**src/rtl/pipe_hazard_chain.sv**
```systemverilog
// In-order pipeline backbone: STAGES slots with operand forwarding, load-use stall
// detection, bubble counting, global hold and partial flush of the young slots.
module pipe_hazard_chain #(
  parameter int STAGES    = 4,
  parameter int PAYLOAD_W = 64,
  parameter int DATA_W    = 16,
  parameter int REG_AW    = 3,
  parameter int NUM_SRC   = 2,
  parameter int FLUSH_N   = 2
) (
  input  logic                          clk,
  input  logic                          rst,
  input  logic                          in_valid,
  input  logic [PAYLOAD_W-1:0]          in_payload,
  input  logic                          in_wb,
  input  logic [REG_AW-1:0]             in_dst,
  input  logic [DATA_W-1:0]             in_result,
  input  logic                          in_res_rdy,
  output logic                          in_ready,
  input  logic [NUM_SRC-1:0]            src_used,
  input  logic [NUM_SRC*REG_AW-1:0]     src_addr,
  input  logic [NUM_SRC*DATA_W-1:0]     src_rf_data,
  output logic [NUM_SRC*DATA_W-1:0]     src_data,
  output logic [NUM_SRC-1:0]            fwd_hit,
  input  logic [STAGES-2:0]             upd_en,
  input  logic [(STAGES-1)*DATA_W-1:0]  upd_result,
  input  logic                          hold,
  input  logic                          flush,
  output logic [STAGES-1:0]             slot_valid,
  output logic [STAGES*PAYLOAD_W-1:0]   slot_payload,
  output logic                          out_valid,
  output logic                          out_wb,
  output logic [REG_AW-1:0]             out_dst,
  output logic [DATA_W-1:0]             out_result,
  output logic                          stall_req,
  output logic [15:0]                   bubble_cnt
);

  logic                        slot_vld [STAGES];
  logic                        slot_wb  [STAGES];
  logic                        slot_rdy [STAGES];
  logic [REG_AW-1:0]           slot_dst [STAGES];
  logic signed [DATA_W-1:0]    slot_res [STAGES];
  logic [PAYLOAD_W-1:0]        slot_pay [STAGES];

  function automatic logic [15:0] sat_inc(input logic [15:0] cnt);
    return (cnt == 16'hFFFF) ? cnt : cnt + 16'd1;
  endfunction

  // Forward search: the youngest matching slot decides, ready or not.
  always_comb begin
    logic found;
    found     = 1'b0;
    src_data  = src_rf_data;
    fwd_hit   = '0;
    stall_req = 1'b0;
    for (int i = 0; i < NUM_SRC; i++) begin
      found = 1'b0;
      for (int s = 0; s < STAGES; s++) begin
        if (src_used[i] && !found && slot_vld[s] && slot_wb[s] &&
            slot_dst[s] == src_addr[i*REG_AW +: REG_AW]) begin
          found = 1'b1;
          if (slot_rdy[s]) begin
            fwd_hit[i]                    = 1'b1;
            src_data[i*DATA_W +: DATA_W]  = slot_res[s];
          end else begin
            stall_req = 1'b1;
          end
        end
      end
    end
  end

  assign in_ready = in_valid & ~hold & ~flush & ~stall_req & ~rst;

  always_ff @(posedge clk) begin
    if (rst) begin
      for (int s = 0; s < STAGES; s++) begin
        slot_vld[s] <= 1'b0;
        slot_wb[s]  <= 1'b0;
        slot_rdy[s] <= 1'b0;
        slot_dst[s] <= '0;
        slot_res[s] <= '0;
        slot_pay[s] <= '0;
      end
      bubble_cnt <= 16'd0;
    end else if (!hold) begin
      // Advance: slots flushed this edge move on as bubbles.
      for (int s = 1; s < STAGES; s++) begin
        slot_vld[s] <= slot_vld[s-1] && !(flush && (s - 1) < FLUSH_N);
        slot_wb[s]  <= slot_wb[s-1];
        slot_dst[s] <= slot_dst[s-1];
        slot_pay[s] <= slot_pay[s-1];
        if (upd_en[s-1]) begin
          slot_res[s] <= upd_result[(s-1)*DATA_W +: DATA_W];
          slot_rdy[s] <= 1'b1;
        end else begin
          slot_res[s] <= slot_res[s-1];
          slot_rdy[s] <= slot_rdy[s-1];
        end
      end
      slot_vld[0] <= in_ready;
      slot_wb[0]  <= in_wb;
      slot_dst[0] <= in_dst;
      slot_res[0] <= in_result;
      slot_rdy[0] <= in_res_rdy;
      slot_pay[0] <= in_payload;
      if (!flush && in_valid && stall_req)
        bubble_cnt <= sat_inc(bubble_cnt);
    end else if (flush) begin
      for (int s = 0; s < FLUSH_N; s++)
        slot_vld[s] <= 1'b0;
    end
  end

  always_comb begin
    slot_valid   = '0;
    slot_payload = '0;
    for (int s = 0; s < STAGES; s++) begin
      slot_valid[s]                         = slot_vld[s];
      slot_payload[s*PAYLOAD_W +: PAYLOAD_W] = slot_pay[s];
    end
  end

  assign out_valid  = slot_vld[STAGES-1];
  assign out_wb     = slot_wb[STAGES-1];
  assign out_dst    = slot_dst[STAGES-1];
  assign out_result = slot_res[STAGES-1];

endmodule

```
**config.mk**
```make
export PLATFORM = sky130hd
export DESIGN_NAME = pipe_hazard_chain
export DESIGN_NICKNAME = d
export VERILOG_FILES = /design/src/rtl/pipe_hazard_chain.sv
export SDC_FILE = /design/constraint.sdc
export NUM_CORES = 1
export LEC_CHECK = 0
export ABC_CLOCK_PERIOD_IN_PS = 27300
export BUFFER_PORTS_ARGS = -buffer_cell sky130_fd_sc_hd__buf_2
export CAP_MARGIN = 20
export CORE_AREA = 2 2 201 203
export CTS_CLUSTER_DIAMETER = 60
export CTS_CLUSTER_SIZE = 14
export DETAILED_ROUTE_END_ITERATION = 16
export DIE_AREA = 0 0 203 205
export PLACE_DENSITY_LB_ADDON = 0.3
export SLEW_MARGIN = 40
export SYNTH_ARGS = -nofsm -noshare
export SYNTH_HDL_FRONTEND = slang
export SYNTH_SLANG_ARGS = --single-unit
```
**constraint.sdc**
```tcl
create_clock -name clk -period 27.3 [get_ports clk]
set_clock_uncertainty 0.15 [all_clocks]
set_input_delay 5.46 -clock clk [delete_from_list [all_inputs] [get_ports clk]]
set_output_delay 5.46 -clock clk [all_outputs]
set_load 0.01 [all_outputs]
```
* Yosys cells after proc, flatten, opt, wreduce, memory -nomap -nowiden
Memories as Yosys holds them, arrays and structs flattened.
Index checks and enable logic that the tools add are counted.
** Word-level totals
- Word-level logic and storage cells :: 218
- Memories kept :: 6
- Bits of input ports :: 181
- Register bits after elaboration :: 16
- Output and inout bits :: 333
- Memory bits (writable) :: 344
** Memories
- slot_pay :: depth 4, width 64, rd ports 4, clocked after memory_dff 0, write ports 4, line 44 : logic [PAYLOAD_W-1:0] slot_pay [STAGES];
- slot_res :: depth 4, width 16, rd ports 4, clocked after memory_dff 0, write ports 4, line 43 : logic signed [DATA_W-1:0] slot_res [STAGES];
- slot_dst :: depth 4, width 3, rd ports 4, clocked after memory_dff 0, write ports 4, line 42 : logic [REG_AW-1:0] slot_dst [STAGES];
- slot_rdy :: depth 4, width 1, rd ports 4, clocked after memory_dff 0, write ports 4, line 41 : logic slot_rdy [STAGES];
- slot_vld :: depth 4, width 1, rd ports 4, clocked after memory_dff 0, write ports 4, line 39 : logic slot_vld [STAGES];
- slot_wb :: depth 4, width 1, rd ports 4, clocked after memory_dff 0, write ports 4, line 40 : logic slot_wb [STAGES];
** Operators by class
- Add/subtract/negate cells :: 1
- Bitwise operators :: 41
- Equality and inequality tests :: 9
- Reduce and logical (&&, ||, !) cells :: 42
- Multiplexer cells :: 118
** Operator list (number)
- $mux 16 :: 23
- $mux 64 :: 4
- $mux 1 :: 87
- $logic_and 1x1->1 :: 34
- $or 1x1->1 :: 32
- $eq 3x3->1 :: 8
- $add 16x1->16 const B :: 1
- $eq 16x16->1 const B :: 1
- $mux 3 :: 4
- $logic_not 1->1 :: 7
- $not 1->1 :: 5
- $and 1x1->1 :: 4
- $reduce_and 3->1 :: 1

* Depth between registers and ports, before layout
- Depth in word-level cells :: 35
- Gate-level depth with buffers :: 9
- Depth with buffers taken out :: 7

* Least setup slack after synthesis
Ideal clock, no wire load.
- Path kind :: in2reg
- Start :: in rst
- End :: mem slot_dst[0][0], enable pin
- Library setup time :: 0.768 ns
- Setup slack :: 12.459 ns
- Cell stages on the path :: 2
- Path buffers :: 1
- Data arrival time :: 13.922 ns
- Required time :: 26.382 ns
- Cell sequence :: clkbuf_1 nand2b_1
** RTL lines
- start, declared :: line 12 : input logic rst,
- end, declared :: line 42

* Worst setup path after layout
- Start :: in src_addr[5]
- End :: out src_data[26]
** Between the ends
- Cells in the longest elaborated chain, start to end :: 21
- Elaborated cells on any way between the ends :: 30
- Classes of those cells :: 4 x eq/ne; 10 x mux; 16 x reduce/logical
** Ends and longest elaborated chain
- start, declared :: line 21 : input logic [NUM_SRC*REG_AW-1:0] src_addr,
- $eq 3x3->1 :: line 61 : slot_dst[s] == src_addr[i*REG_AW +: REG_AW]) begin
- $logic_and 1x1->1 :: line 60 : if (src_used[i] && !found && slot_vld[s] && slot_wb[s] &&
- $mux 1 :: line 60
- $logic_not 1->1 :: line 60
- $logic_and 1x1->1 (4 in series) :: line 60
- $mux 1 :: line 60
- $logic_not 1->1 :: line 60
- $logic_and 1x1->1 (4 in series) :: line 60
- $mux 1 :: line 60
- $logic_not 1->1 :: line 60
- $logic_and 1x1->1 (4 in series) :: line 60
- $mux 16 (*) :: line 60
- end, declared :: line 23 : output logic [NUM_SRC*DATA_W-1:0] src_data,
Every way passes the cells marked *; elsewhere a longest branch is shown, timed or not.

==> results.txt <==
reg-to-reg critical path endpoint - bubble_cnt[7]$_SDFFE_PP0P_
port bufs - 513
gate family responsible for the most delay along the worst path - simple AND/OR/NAND/NOR gates
post-synthesis share of cell area spent on and, or, nand and nor gates - 17.6%
worst min-delay path class - reg2reg
register-to-register path setup slack - 24.31 ns
synthesized area - 0.0157 sq mm
multi-input gate area in the final layout - 0.00471 sq mm
wire length of the first global-routing pass - 61.9 mm
area of the die - 0.0416 sq mm
status - finished clean
HPWL after DPL - 30.9 mm
number of DRC markers in iteration 0 - 652
final hold slack - 0.361 ns
final standard cell count with taps included and fillers excluded - 2,199
Required @ worst endpoint - 21.69 ns
flops & latches, synth - 360
count of standard-cell rows - 73
cells resized by post-CTS repair - 0
Slew Limit Headroom - 48.7%
CP arrival - 7.82 ns
Setup crit end kind - output pin
1st-pass router iterations - 5
die width - 203 um
post-synth net total - 1,356
Congestion Overflow GR - 0
number of slew-limit violations in the final report - 0
cell accounting for the most synthesized area - sky130_fd_sc_hd__edfxtp_1
synthesized-area fraction occupied by ao, oa, aoi and oai cells - 5.13%
yosys synthesis warning count - 0
beginning of the worst hold path - bubble_cnt[11]$_SDFFE_PP0P_
count of unresolved DRC violations after routing - 0
hold path cells - 2
Cells after DPL - 2,141
Mapped Cells - 1,174
parity-gate share of the synthesized area counting xor and xnor cells - 1.56%
number of global-route vias before repair - 10,500
peak per-stage delay on the critical path - 0.56 ns
largest net degree at the start of global routing - 152
routability congestion estimate - 0.877
depth of the worst register-to-register path - 7
startpoint of the worst register-to-register path - slot_dst[2][2]$_SDFFCE_PN0P_
GRT Resource Usage Total - 19.5%
total negative slack - 0 ns
portion of the clock cycle consumed by the worst path in the final layout - 49.2%
power per unit of standard cell area - 62.8 mW/mm^2
sequential area share after synthesis - 67.8%
final period demand of the worst path - 13.43 ns
average cell area after synthesis - 13.4 sq um
unique cell type count in the Yosys netlist - 45
count of buffering cells on the critical path with inverters included - 2
most frequent standard cell in the layout excluding fill and tap cells - sky130_fd_sc_hd__buf_2
final number of hold-violating endpoints - 0
static leakage power - 9.03 nW
TritonCTS clock tree - built
area of the core - 0.0394 sq mm
Post-synth EDFFs - 343
FF/Latch Area - 0.0106 sq mm
commonest cells after routing, fill and taps aside - sky130_fd_sc_hd__buf_2, sky130_fd_sc_hd__edfxtp_1, sky130_fd_sc_hd__and2_1
main combinational cell family by area after synthesis - simple AND/OR/NAND/NOR gates
Vias per Instance - 4.93
flip-flop cell with the highest count after synthesis - sky130_fd_sc_hd__edfxtp_1
starting density of the core - 39.8%
num ports - 514
Max Clock Freq - 0.0745 GHz
setup repair after global routing missed its margin - false
Layout fillers - 3,487
Final Routed Wirelength - 41.9 mm
count of nets left with antenna violations after detail routing - 0
type of the worst setup path - in2out
count of maximum capacitance violations - 0
Crit path depth - 9
post-CTS setup buffers - 0
Setup Viol. Count Final - 0
worst voltage drop across the vdd grid - 0.0464 mV
top cell type's share of synthesized area - 65.7%
startpoint type of the worst setup path - input port
count of nets after finishing - 1,836
share of synthesized cell area in full adder, half adder and majority cells - 0.0798%
die height - 205 um
H-tree depth - 2
fraction of final layout cells with drive strength greater than 1 - 35.4%
hold-critical path endpoint - bubble_cnt[11]$_SDFFE_PP0P_
proportion of synthesized flip-flops having asynchronous set or reset - 0%
largest fanout on the critical path - 17
fraction of synthesized area in multiplexers - 5.46%
register clock-pin slew on the reported worst setup and hold paths - 0.07 ns
Crit-path slowest cell - sky130_fd_sc_hd__nor4_1
pin slew with the least headroom to its limit - 0.770 ns
Num Clock Sinks - 360
cts-stage hold buffer count - 0
routed wire length per instance - 19.1 um
latest clock arrival within the worst-skew pair - 0.54 ns
main area contributors after synthesis - sky130_fd_sc_hd__edfxtp_1, sky130_fd_sc_hd__and2_1, sky130_fd_sc_hd__mux2i_1
number of antenna violations at the first check in global routing - 10
critical path, cell by cell - buf_2, xor2_1, nor4_1, nand2_2, mux2i_1, a211oi_1, a21oi_1, a21oi_1, buf_2
CTS root buf - sky130_fd_sc_hd__clkbuf_16
clock buffer count from CTS - 36
total via count after detailed routing - 10,800
number of buffers on the longest clock path - 3
relative area change from synthesis to final layout - 26.0%
synth_stat cells (5+ instances only):
library cell	instances
sky130_fd_sc_hd__nor2_1	137
sky130_fd_sc_hd__a21oi_1	70
sky130_fd_sc_hd__and3_1	6
sky130_fd_sc_hd__a31o_1	5
sky130_fd_sc_hd__nand4_1	13
sky130_fd_sc_hd__buf_2	13
sky130_fd_sc_hd__clkbuf_1	55
sky130_fd_sc_hd__xnor2_1	16
sky130_fd_sc_hd__a211oi_1	32
sky130_fd_sc_hd__inv_1	8
sky130_fd_sc_hd__mux2i_1	81
sky130_fd_sc_hd__xor2_1	12
sky130_fd_sc_hd__nand2_1	5
sky130_fd_sc_hd__nand3_1	5
sky130_fd_sc_hd__and2_1	298
sky130_fd_sc_hd__edfxtp_1	343
sky130_fd_sc_hd__dfxtp_1	17
power by group:
part | total [W] | internal, W | switching (W) | leakage (nW)
clock network | 0.000459 | 0.000250 | 0.000209 | 0.523
registers | 0.000666 | 0.000644 | 0.0000216 | 3.91
logic | 0.000117 | 0.0000484 | 0.0000684 | 4.60
total | 0.00124 | 0.000943 | 0.000299 | 9.03
final cells by class:
cell class / instances / share of cell area, %
clock buffer: 40 / 4.76
timing repair buffer: 519 / 13.4
clock inverter: 13 / 0.582
sequential: 360 / 53.8
antenna: 5 / 0.0633
tap: 525 / 3.32
multi-input combinational: 728 / 23.8
inverter: 9 / 0.171
registers in the layout (all words and copies together) (netlist names):
name	cells
slot_pay	256
slot_res	64
bubble_cnt	16
slot_dst	12
slot_rdy	4
slot_vld	4
slot_wb	4
cell families (layout without fill, tap and decap cells):
| logic type | Yosys count | after routing |
|---|---|---|
| AOI/OAI and AO/OA | 122 | 122 |
| xor gates and xnor gates | 28 | 28 |
| buffers and inverters | 86 | 581 |
| DFF | 360 | 360 |
| and+or+nand+nor | 492 | 492 |
| adders and majority gates | 1 | 1 |
| other | 0 | 5 |
| muxes | 85 | 85 |
how the worst max path moves through the flow:
stage | start | slack, ns | end
4_1_cts | src_addr[5] | 13.89 | src_data[26]
3_3_place_gp | src_addr[5] | 13.59 | src_data[28]
5_1_grt | src_addr[2] | 13.67 | src_data[7]
3_5_place_dp | src_addr[5] | 13.92 | src_data[26]
2_1_floorplan | rst | 12.46 | slot_dst[0][0]$_SDFFCE_PN0P_
6_report | src_addr[5] | 13.87 | src_data[26]
stage by stage:
stage | utilization, % | area (sq um) | power [W] | setup slack (ns)
after global placement | 47.4 | 18600 | 0.000793 | 13.59
after floorplan | - | 15700 | 0.000738 | 12.46
final | 50.2 | 19800 | 0.00124 | 13.87
after detailed placement | 47.5 | 18700 | 0.000796 | 13.92
after global routing | 50.2 | 19800 | 0.00129 | 13.67
after CTS | 50.2 | 19800 | 0.00126 | 13.89
tightest hold or removal path: stages (launching register included):
cell                      delay (ns)
sky130_fd_sc_hd__dfxtp_1        0.34
sky130_fd_sc_hd__o41ai_1        0.07
sky130_fd_sc_hd__a21oi_1        0.05
routing by layer:
layer / global-route usage [%] / share of wire (%) / wire length [um]
met3: 5.97 / 7.9 / 3290
met1: 24.3 / 40 / 16900
met5: 0 / 0.13 / 53
met2: 32.1 / 48 / 20200
met4: 6.91 / 3.5 / 1450
Note: power is estimated with default switching activity, not from simulation.
